`src/rtl/fetch_queue_unit_if.sv`:
```
// Instruction-memory request/grant port of the fetch queue unit.
// master = fetch side (issues requests), slave = memory side (grants and returns data one cycle later).
interface fetch_queue_unit_if #(
    parameter int XLEN = 32
);
    logic            imem_req;
    logic [XLEN-1:0] imem_addr;
    logic            imem_gnt;
    logic [31:0]     imem_rdata;
    logic            imem_rvalid;

    modport master (
        output imem_req, imem_addr,
        input  imem_gnt, imem_rdata, imem_rvalid
    );

    modport slave (
        input  imem_req, imem_addr,
        output imem_gnt, imem_rdata, imem_rvalid
    );
endinterface

```
`src/rtl/fetch_queue_unit.sv`:
```
// Fetch stage with a decoupled prefetch queue, 1-cycle-response imem port and Execute redirect.
// Optional performance counters are built only when FETCH_PERF_EN is defined.
module fetch_queue_unit #(
    parameter int              XLEN       = 32,
    parameter logic [XLEN-1:0] RESET_PC   = '0,
    parameter int              FIFO_DEPTH = 4
) (
    input  logic                          clk,
    input  logic                          rst,
    fetch_queue_unit_if.master            imem,
    input  logic                          redirect_valid,
    input  logic [XLEN-1:0]               redirect_pc,
    output logic                          instr_valid,
    output logic [31:0]                   instr,
    output logic [XLEN-1:0]               instr_pc,
    output logic [XLEN-1:0]               instr_pcplus4,
    input  logic                          instr_ready,
    output logic [$clog2(FIFO_DEPTH):0]   fifo_count,
    output logic [31:0]                   perf_fetch_cnt,
    output logic [31:0]                   perf_flush_cnt
);
    localparam int AW = $clog2(FIFO_DEPTH);
    localparam int CW = AW + 1;

    logic [XLEN-1:0] pc;
    logic [XLEN-1:0] req_pc;
    logic            inflight;
    logic            rst_state;
    logic [AW-1:0]   wr_ptr;
    logic [AW-1:0]   rd_ptr;
    logic [CW-1:0]   count;

    logic [31:0]     instr_mem [FIFO_DEPTH];
    logic [XLEN-1:0] pc_mem    [FIFO_DEPTH];
    logic [XLEN-1:0] pcp4_mem  [FIFO_DEPTH];

    logic [CW:0]     occupancy;
    logic [XLEN-1:0] redirect_target;
    logic            grant;
    logic            push;
    logic            pop;

    // The in-flight request already owns a slot, so a same-cycle pop never adds credit.
    assign occupancy       = {1'b0, count} + (CW+1)'(inflight);
    assign imem.imem_req   = !rst && !rst_state && !redirect_valid
                             && (occupancy < (CW+1)'(FIFO_DEPTH));
    assign imem.imem_addr  = pc;
    assign redirect_target = redirect_pc & ~(XLEN'(3));

    assign grant       = imem.imem_req && imem.imem_gnt;
    assign push        = imem.imem_rvalid && inflight && !redirect_valid;
    assign instr_valid = (count != '0);
    assign pop         = instr_valid && instr_ready && !redirect_valid;

    assign instr         = instr_mem[rd_ptr];
    assign instr_pc      = pc_mem[rd_ptr];
    assign instr_pcplus4 = pcp4_mem[rd_ptr];
    assign fifo_count    = count;

    always_ff @(posedge clk) begin
        rst_state <= rst;
        if (rst) begin
            pc       <= RESET_PC;
            req_pc   <= RESET_PC;
            inflight <= 1'b0;
            wr_ptr   <= '0;
            rd_ptr   <= '0;
            count    <= '0;
        end else begin
            inflight <= grant;
            if (grant)
                req_pc <= pc;
            if (redirect_valid) begin
                pc     <= redirect_target;
                wr_ptr <= '0;
                rd_ptr <= '0;
                count  <= '0;
            end else begin
                if (grant)
                    pc <= pc + XLEN'(4);
                if (push)
                    wr_ptr <= wr_ptr + AW'(1);
                if (pop)
                    rd_ptr <= rd_ptr + AW'(1);
                case ({push, pop})
                    2'b10:   count <= count + CW'(1);
                    2'b01:   count <= count - CW'(1);
                    default: count <= count;
                endcase
            end
        end
    end

    // Queue storage needs no reset: entries are only visible while count covers them.
    always_ff @(posedge clk) begin
        if (push) begin
            instr_mem[wr_ptr] <= imem.imem_rdata;
            pc_mem[wr_ptr]    <= req_pc;
            pcp4_mem[wr_ptr]  <= req_pc + XLEN'(4);
        end
    end

`ifdef FETCH_PERF_EN
    logic [31:0] fetch_q;
    logic [31:0] flush_q;

    always_ff @(posedge clk) begin
        if (rst) begin
            fetch_q <= '0;
            flush_q <= '0;
        end else begin
            if (push)
                fetch_q <= fetch_q + 32'd1;
            if (redirect_valid)
                flush_q <= flush_q + 32'd1;
        end
    end

    assign perf_fetch_cnt = fetch_q;
    assign perf_flush_cnt = flush_q;
`else
    assign perf_fetch_cnt = '0;
    assign perf_flush_cnt = '0;
`endif

endmodule

```
`src/flat_wrapper.sv`:
```
// flat-port wrapper written by rule: the top's interface ports become plain ports
module fetch_queue_unit_flat 
#(
    parameter int              XLEN       = 32,
    parameter logic [XLEN-1:0] RESET_PC   = '0,
    parameter int              FIFO_DEPTH = 4
)
  (clk, rst, redirect_valid, redirect_pc, instr_valid, instr, instr_pc, instr_pcplus4, instr_ready, fifo_count, perf_fetch_cnt, perf_flush_cnt, imem_imem_req, imem_imem_addr, imem_imem_gnt, imem_imem_rdata, imem_imem_rvalid);
  fetch_queue_unit_if #(.XLEN(XLEN)) imem_i ();
  input  logic clk;
  input  logic rst;
  input  logic redirect_valid;
  input  logic [XLEN-1:0] redirect_pc;
  output logic instr_valid;
  output logic [31:0] instr;
  output logic [XLEN-1:0] instr_pc;
  output logic [XLEN-1:0] instr_pcplus4;
  input  logic instr_ready;
  output logic [$clog2(FIFO_DEPTH):0] fifo_count;
  output logic [31:0] perf_fetch_cnt;
  output logic [31:0] perf_flush_cnt;
  output wire logic [$bits(imem_i.imem_req)-1:0] imem_imem_req;
  output wire logic [$bits(imem_i.imem_addr)-1:0] imem_imem_addr;
  input wire logic [$bits(imem_i.imem_gnt)-1:0] imem_imem_gnt;
  input wire logic [$bits(imem_i.imem_rdata)-1:0] imem_imem_rdata;
  input wire logic [$bits(imem_i.imem_rvalid)-1:0] imem_imem_rvalid;
  assign imem_imem_req = imem_i.imem_req;
  assign imem_imem_addr = imem_i.imem_addr;
  assign imem_i.imem_gnt = imem_imem_gnt;
  assign imem_i.imem_rdata = imem_imem_rdata;
  assign imem_i.imem_rvalid = imem_imem_rvalid;
  fetch_queue_unit #(.XLEN(XLEN), .RESET_PC(RESET_PC), .FIFO_DEPTH(FIFO_DEPTH)) u_core (.clk(clk), .rst(rst), .imem(imem_i), .redirect_valid(redirect_valid), .redirect_pc(redirect_pc), .instr_valid(instr_valid), .instr(instr), .instr_pc(instr_pc), .instr_pcplus4(instr_pcplus4), .instr_ready(instr_ready), .fifo_count(fifo_count), .perf_fetch_cnt(perf_fetch_cnt), .perf_flush_cnt(perf_flush_cnt));
endmodule
```
`config.mk`:
```
export PLATFORM = sky130hd
export DESIGN_NAME = fetch_queue_unit_flat
export DESIGN_NICKNAME = d
export VERILOG_FILES = /design/src/rtl/fetch_queue_unit_if.sv /design/src/rtl/fetch_queue_unit.sv /design/src/flat_wrapper.sv
export SDC_FILE = /design/constraint.sdc
export NUM_CORES = 1
export LEC_CHECK = 0
export ABC_AREA = 1
export CORE_ASPECT_RATIO = 0.7
export CORE_UTILIZATION = 30
export CTS_CLUSTER_SIZE = 14
export DETAILED_ROUTE_END_ITERATION = 12
export GPL_TIMING_DRIVEN = 0
export PLACE_DENSITY = 0.55
export SKIP_LAST_GASP = 1
export SLEW_MARGIN = 20
export SYNTH_ARGS = -nofsm -noshare
export SYNTH_HDL_FRONTEND = slang
export SYNTH_SLANG_ARGS = --single-unit
export TNS_END_PERCENT = 1
```
`constraint.sdc`:
```
create_clock -name clk -period 6.4 [get_ports clk]
set_input_delay 1.6 -clock clk [delete_from_list [all_inputs] [get_ports clk]]
set_output_delay 1.6 -clock clk [all_outputs]
set_load 0.02 [all_outputs]
```
======== Word-level counts from Yosys, hierarchy flattened ========
Memories as Yosys holds them, arrays and structs flattened. A register that Yosys moved wholly into a read port is not among the register bits.
Index checks and enable logic that the tools add are counted.
storage, ports and cells
  bits in read-only memories .............. 0
  input bits .............................. 70
  logic and storage cells ................. 47
  output and inout port bits .............. 197
  memories ................................ 3
  latch bits .............................. 0
  flip-flop bits (word level) ............. 73
  RAM bits ................................ 384
operators by class
  add/subtract/negate cells ............... 7
  $lt $le $gt $ge ......................... 1
  shift-type cells ........................ 0
  multiply operators ...................... 0
  muxes and demuxes ....................... 11
  bitwise gates (word level) .............. 0
  reduce and logical (&&, ||, !) cells .... 15
  divide/modulo/power cells ............... 0
  equal/unequal tests ..................... 2
memory list
  memory            words  bits a word  rd ports  clocked after Yosys merged registers in  wr ports  line                    text
  u_core.instr_mem  4      32           1         1                                        1         fetch_queue_unit.sv:33  logic [31:0] instr_mem [FIFO_DEPTH];
  u_core.pc_mem     4      32           1         1                                        1         fetch_queue_unit.sv:34  logic [XLEN-1:0] pc_mem [FIFO_DEPTH];
  u_core.pcp4_mem   4      32           1         1                                        1         fetch_queue_unit.sv:35  logic [XLEN-1:0] pcp4_mem [FIFO_DEPTH];
operator list
  operator               number
  $add 32x3->32 const B  2
  $mux 32                2
  $mux 2                 6
  $logic_and 1x1->1      8
  $pmux 3 s2             1
  $add 2x1->2 const B    2
  $add 3x1->4            1
  $lt 4x3->1 const B     1
  $reduce_bool 2->1      2
  $add 3x1->3 const B    1
  $logic_not 1->1        3
  $reduce_bool 3->1      1
  $sub 3x1->3 const B    1
  $eq 2x1->1 const B     1
  $eq 2x2->1 const B     1
  $mux 1                 2
  $reduce_or 2->1        1

======== Depth between registers and ports, before layout ========
  word-level depth ........................ 7
  depth in mapped cells ................... 11
  depth with buffers taken out ............ 11

======== Least setup slack after synthesis ========
Ideal clock, no wire load.
  path type ............................... input -> register
  start ................................... in redirect_valid
  end ..................................... mem u_core.instr_mem[0][0], enable pin
  data required time ...................... 5,856 ps
  setup slack ............................. -45 ps
  setup time .............................. 544 ps
  arrival ................................. 5,901 ps
  stages .................................. 4
  path buffers ............................ 1
  cell sequence ........................... buf_4 > inv_2 > nand3_1 > nor2_1
on the way
  word-level cells in the longest chain between the ends .. 4
RTL lines
  item                          line                    text
  from (decl)                   flat_wrapper.sv:12      input logic redirect_valid;
  $logic_not 1->1               fetch_queue_unit.sv:51  assign push = imem.imem_rvalid && inflight && !redirect_valid;
  $logic_and 1x1->1             fetch_queue_unit.sv:51
  $mux 1                        fetch_queue_unit.sv:96  if (push) begin
  $mux 1 (implied by the code)  fetch_queue_unit.sv:97  instr_mem[wr_ptr] <= imem.imem_rdata;
  to (decl)                     fetch_queue_unit.sv:33
Every way passes these cells.

==> metrics.md <==
| Metric | Value |
|---|---|
| Cell area after layout | 23420 sq um |
| Sequential share of the synthesized area | between 60 and 70% |
| Status | complete, no violations |
| Clk root buf | sky130_fd_sc_hd__clkbuf_16 |
| Total setup buffers inserted after CTS | 0 |
| Worst slack at placement | 1.658 ns |
| Initial antenna violation count | 0 |
| Worst-Margin Slew | 0.9721 ns |
| Worst reg2reg setup slack | 3.91 ns |
| Horizontal die dimension | 297.6 um |
| Distinct cell type count after synthesis | 36 |
| Buffer levels on the longest clock path | 3 |
| Global-route wire length before repair | 77.24 mm |
| Class of the most critical setup path | reg -> out |
| Number of I/O pins | 267 |
| Buffers plus inverters on the worst setup path | 4 |
| Commonest cells after routing, fill and taps aside | sky130_fd_sc_hd__edfxtp_1, sky130_fd_sc_hd__nor2_1, sky130_fd_sc_hd__o21ai_0 |
| Reg clk slew, reported paths | 0.06 ns |
| Proportion of synthesized flip-flops having asynchronous set or reset | 0% |
| Cell depth of the worst flop-to-flop path | 5 |
| Post-detailed-route DRC marker count | 0 |
| Metal1 wirelength | 24.41 mm |
| Clock tree from TritonCTS | done |
| Antenna viol nets, final | 0 |
| Most common cell after layout, fill and taps aside | sky130_fd_sc_hd__edfxtp_1 |
| Kind of launch point of the worst setup path | register |
| Mapped cell area | 18350 sq um |
| Total number of vias | ~13000 |
| Final clock period utilization by the worst path | 81.32% |
| Final TNS setup | 0 ns |
| Diodes inserted | 0 |
| Maximum number of pins on one net before global-route repair | 23 |
| Leakage Power | 8.129 nW |
| Worst path slowest cell | sky130_fd_sc_hd__clkdlybuf4s50_1 |
| Worst slew margin | 35.19% |
| Type of the tightest min-delay check | reg -> reg |
| Post-route core utilization | 38.93% |
| Reg-to-reg startpoint | u_core.inflight |
| Avg Inst Size Synth | approximately 11 sq um |
| Final HPWL DP | 36.16 mm |
| Share of power burned in combinational logic | 4.7% |
| Cell Int Power | 4.665 mW |
| Overall die area | 62190 sq um |
| Count of flip-flops with a built-in enable after synthesis | roughly 370 |
| Total Power Consumption | 5.970 mW |
| Chain of cells forming the critical path | buf_2, buf_2, clkbuf_1, nor2_1, o22ai_1, clkdlybuf4s50_1 |
| RD Place Congestion | about 0.9 |
| Worst Setup End Kind | output port |
| Wire length reported by the detailed router | 52.43 mm |
| Setup violators final | 0 |
| Quantity of hold-fixing buffers added after cts | 0 |
| Total power density per cell area | 254.9 nW/um^2 |
| Switching share of power | a little over a fifth |
| Initial drt markers | 1142 |
| Least setup slack across all paths after layout | 1.196 ns |
| Routed vias/inst | 4.684 |
| Share of final-layout standard cells stronger than drive strength 1 | 9.880% |
| Cell family with the largest share of critical-path delay | buffers and inverters |
| Nets | 2038 |
| Number of logic stages on the critical path including buffering | 6 |
| Initial standard-cell utilization of the core | 30.51% |
| Power spent charging and discharging nets | about 1.3 mW |
| Worst Clk Skew | roughly 0.032 ns |
| Initial DRT Pass Iterations | 5 |
| Crit Reg-Reg Endpoint | u_core.instr_mem[1][11] |
| Most prevalent standard cell on the critical path | sky130_fd_sc_hd__buf_2 |
| Clock Power Share | a little over two fifths |
| Cell count after synthesis | 1633 |
| Number of input and output port buffers inserted | around 190 |
| Dpl cell area | approximately 22000 sq um |
| Number of core rows | 75 |
| Amount of wire on met2 after detailed routing | 23.14 mm |
| Routed length on met3 | 3.771 mm |
| Cts repair resizes | 0 |
| Wirelength per Cell | around 19 um |
| Worst setup path endpoint | instr_pc[12] |
| Number of warnings reported in the yosys synthesis log | 0 |
| Total Routing Usage GR | 16.37% |
| Clock period minus worst slack | approximately 5.2 ns |
| Number of clock sinks seen by CTS | approximately 440 |
| Peak supply drop | 0.1712 mV |
| Maximum fanout along the worst path | 10 |
| Hold Fails Final Rpt | 0 |
| Global route overflow | 0 |
| Max-cap violation count | 0 |
| Core area | 60150 sq um |
| Commonest register cell after synthesis | sky130_fd_sc_hd__edfxtp_1 |
| Critical path data required time | 4.80 ns |
| Highest clock frequency the design can meet | ~190 MHz |
| Area overhead of the layout relative to synthesis | 27.60% |
| Number of flip-flops and latches in the synthesized netlist | 439 |
| Die Span Y | 208.9 um |
| H-tree depth reported by CTS | 2 |
| Setup repair after global routing missed its margin | no |
| Source-to-sink clock delay at the later pin of the worst-skew pair | 0.57 ns |
| Share of total power in sequential cells | between 50% and 60% |
| CP Data Arrival Time | 3.60 ns |
| Highest cell delay on the worst timing path | 0.68 ns |
| Number of buffers inserted during clock tree synthesis | 44 |
| Final slew viol count | 0 |
| Via count of the first global-routing pass | 12220 |
| Highest routing layer actually used | met4 |
through the flow:
| step | cells | hold WS [ns] |
|---|---|---|
| 6_report | 2802 | 0.4735 |
| 5_1_grt | 2802 | 0.4892 |
| 4_1_cts | 2802 | 0.4754 |
| 3_5_place_dp | 2722 | 0.4670 |
| 3_3_place_gp | 2704 | 0.4547 |
| 2_1_floorplan | 1702 | 0.4356 |
how the worst min path moves through the flow:
| stage | depth (start not counted) | start | to | slack (ns) |
|---|---|---|---|---|
| 4_1_cts | 2 | u_core.rd_ptr[1] | register | 0.48 |
| 2_1_floorplan | 2 | u_core.rd_ptr[1] | register | 0.44 |
| 3_5_place_dp | 2 | u_core.rd_ptr[1] | u_core.rd_ptr[1] | 0.47 |
| 6_report | 2 | u_core.rd_ptr[1] | register | 0.47 |
| 5_1_grt | 1 | u_core.rd_ptr[0] | u_core.rd_ptr[0] | 0.49 |
| 3_3_place_gp | 1 | u_core.rd_ptr[0] | u_core.rd_ptr[0] | 0.45 |
worst reg2reg max path, cell delays in order (launching register included):
cell                      delay, ns
sky130_fd_sc_hd__dfxtp_1       0.37
sky130_fd_sc_hd__nand3_1       0.41
sky130_fd_sc_hd__nor2_4        0.72
sky130_fd_sc_hd__buf_12        0.27
sky130_fd_sc_hd__buf_16        0.20
sky130_fd_sc_hd__buf_12        0.20
layer usage:
metal | track usage (%) | up-vias
met5 | 0 | -
met4 | 3.839 | 0
met3 | 3.078 | 68
met2 | 24.68 | 453
met1 | 24.20 | 6329
li1 | - | 6274
power by group through the flow:
stage	clock, mW	sequential, mW	combinational (mW)
after CTS	2.59	3.14	0.276
after detailed placement	0	3.20	0.274
after global placement	0	3.20	0.269
after floorplan	0	3.20	0.145
final	2.55	3.14	0.278
after global routing	2.70	3.14	0.299
synthesized netlist by cell type, types with 6 or more instances:
master	number	area share [%]
sky130_fd_sc_hd__inv_1	82	1.7
sky130_fd_sc_hd__buf_2	7	0.19
sky130_fd_sc_hd__buf_4	76	3.1
sky130_fd_sc_hd__o21ai_0	232	6.3
sky130_fd_sc_hd__a21oi_1	63	1.7
sky130_fd_sc_hd__clkbuf_1	64	1.3
sky130_fd_sc_hd__ha_1	7	0.48
sky130_fd_sc_hd__nor3_1	12	0.33
sky130_fd_sc_hd__edfxtp_1	368	60
sky130_fd_sc_hd__nand3_1	42	1.1
sky130_fd_sc_hd__nand4_1	6	0.20
sky130_fd_sc_hd__nor2_2	9	0.31
sky130_fd_sc_hd__nor2_1	253	5.2
sky130_fd_sc_hd__xor2_1	34	1.6
sky130_fd_sc_hd__dfxtp_1	71	7.7
sky130_fd_sc_hd__nand2_1	181	3.7
sky130_fd_sc_hd__o22ai_1	92	3.1
logic make-up after synthesis:
logic type	after synthesis	synth area share, %
compound gates	392	11.36
xor+xnor	36	1.718
fa+ha+maj	8	0.5863
buf+inv	235	6.531
flops	439	67.95
other cells	1	0.02043
simple gates	522	11.83
flip-flops by register name (all words and copies together) (netlist names), named ones only:
name and flops:
u_core.instr_mem 128, u_core.pc_mem 120, u_core.pcp4_mem 120, u_core.imem.imem_addr 30
u_core.req_pc 30, u_core.fifo_count 3, u_core.rd_ptr 2, u_core.wr_ptr 2
u_core.inflight 1, u_core.rst_state 1
final cells by class:
cell class	count	area [sq um]
buffer	150	879.6
clock buffer	55	1185
clock inverter	25	225.2
fill	5777	36730
inverter	85	319.1
multi-input combinational	1028	4972
sequential	439	12470
tap	808	1011
timing repair buffer	212	2355
Power figures use the tool's default switching activity.
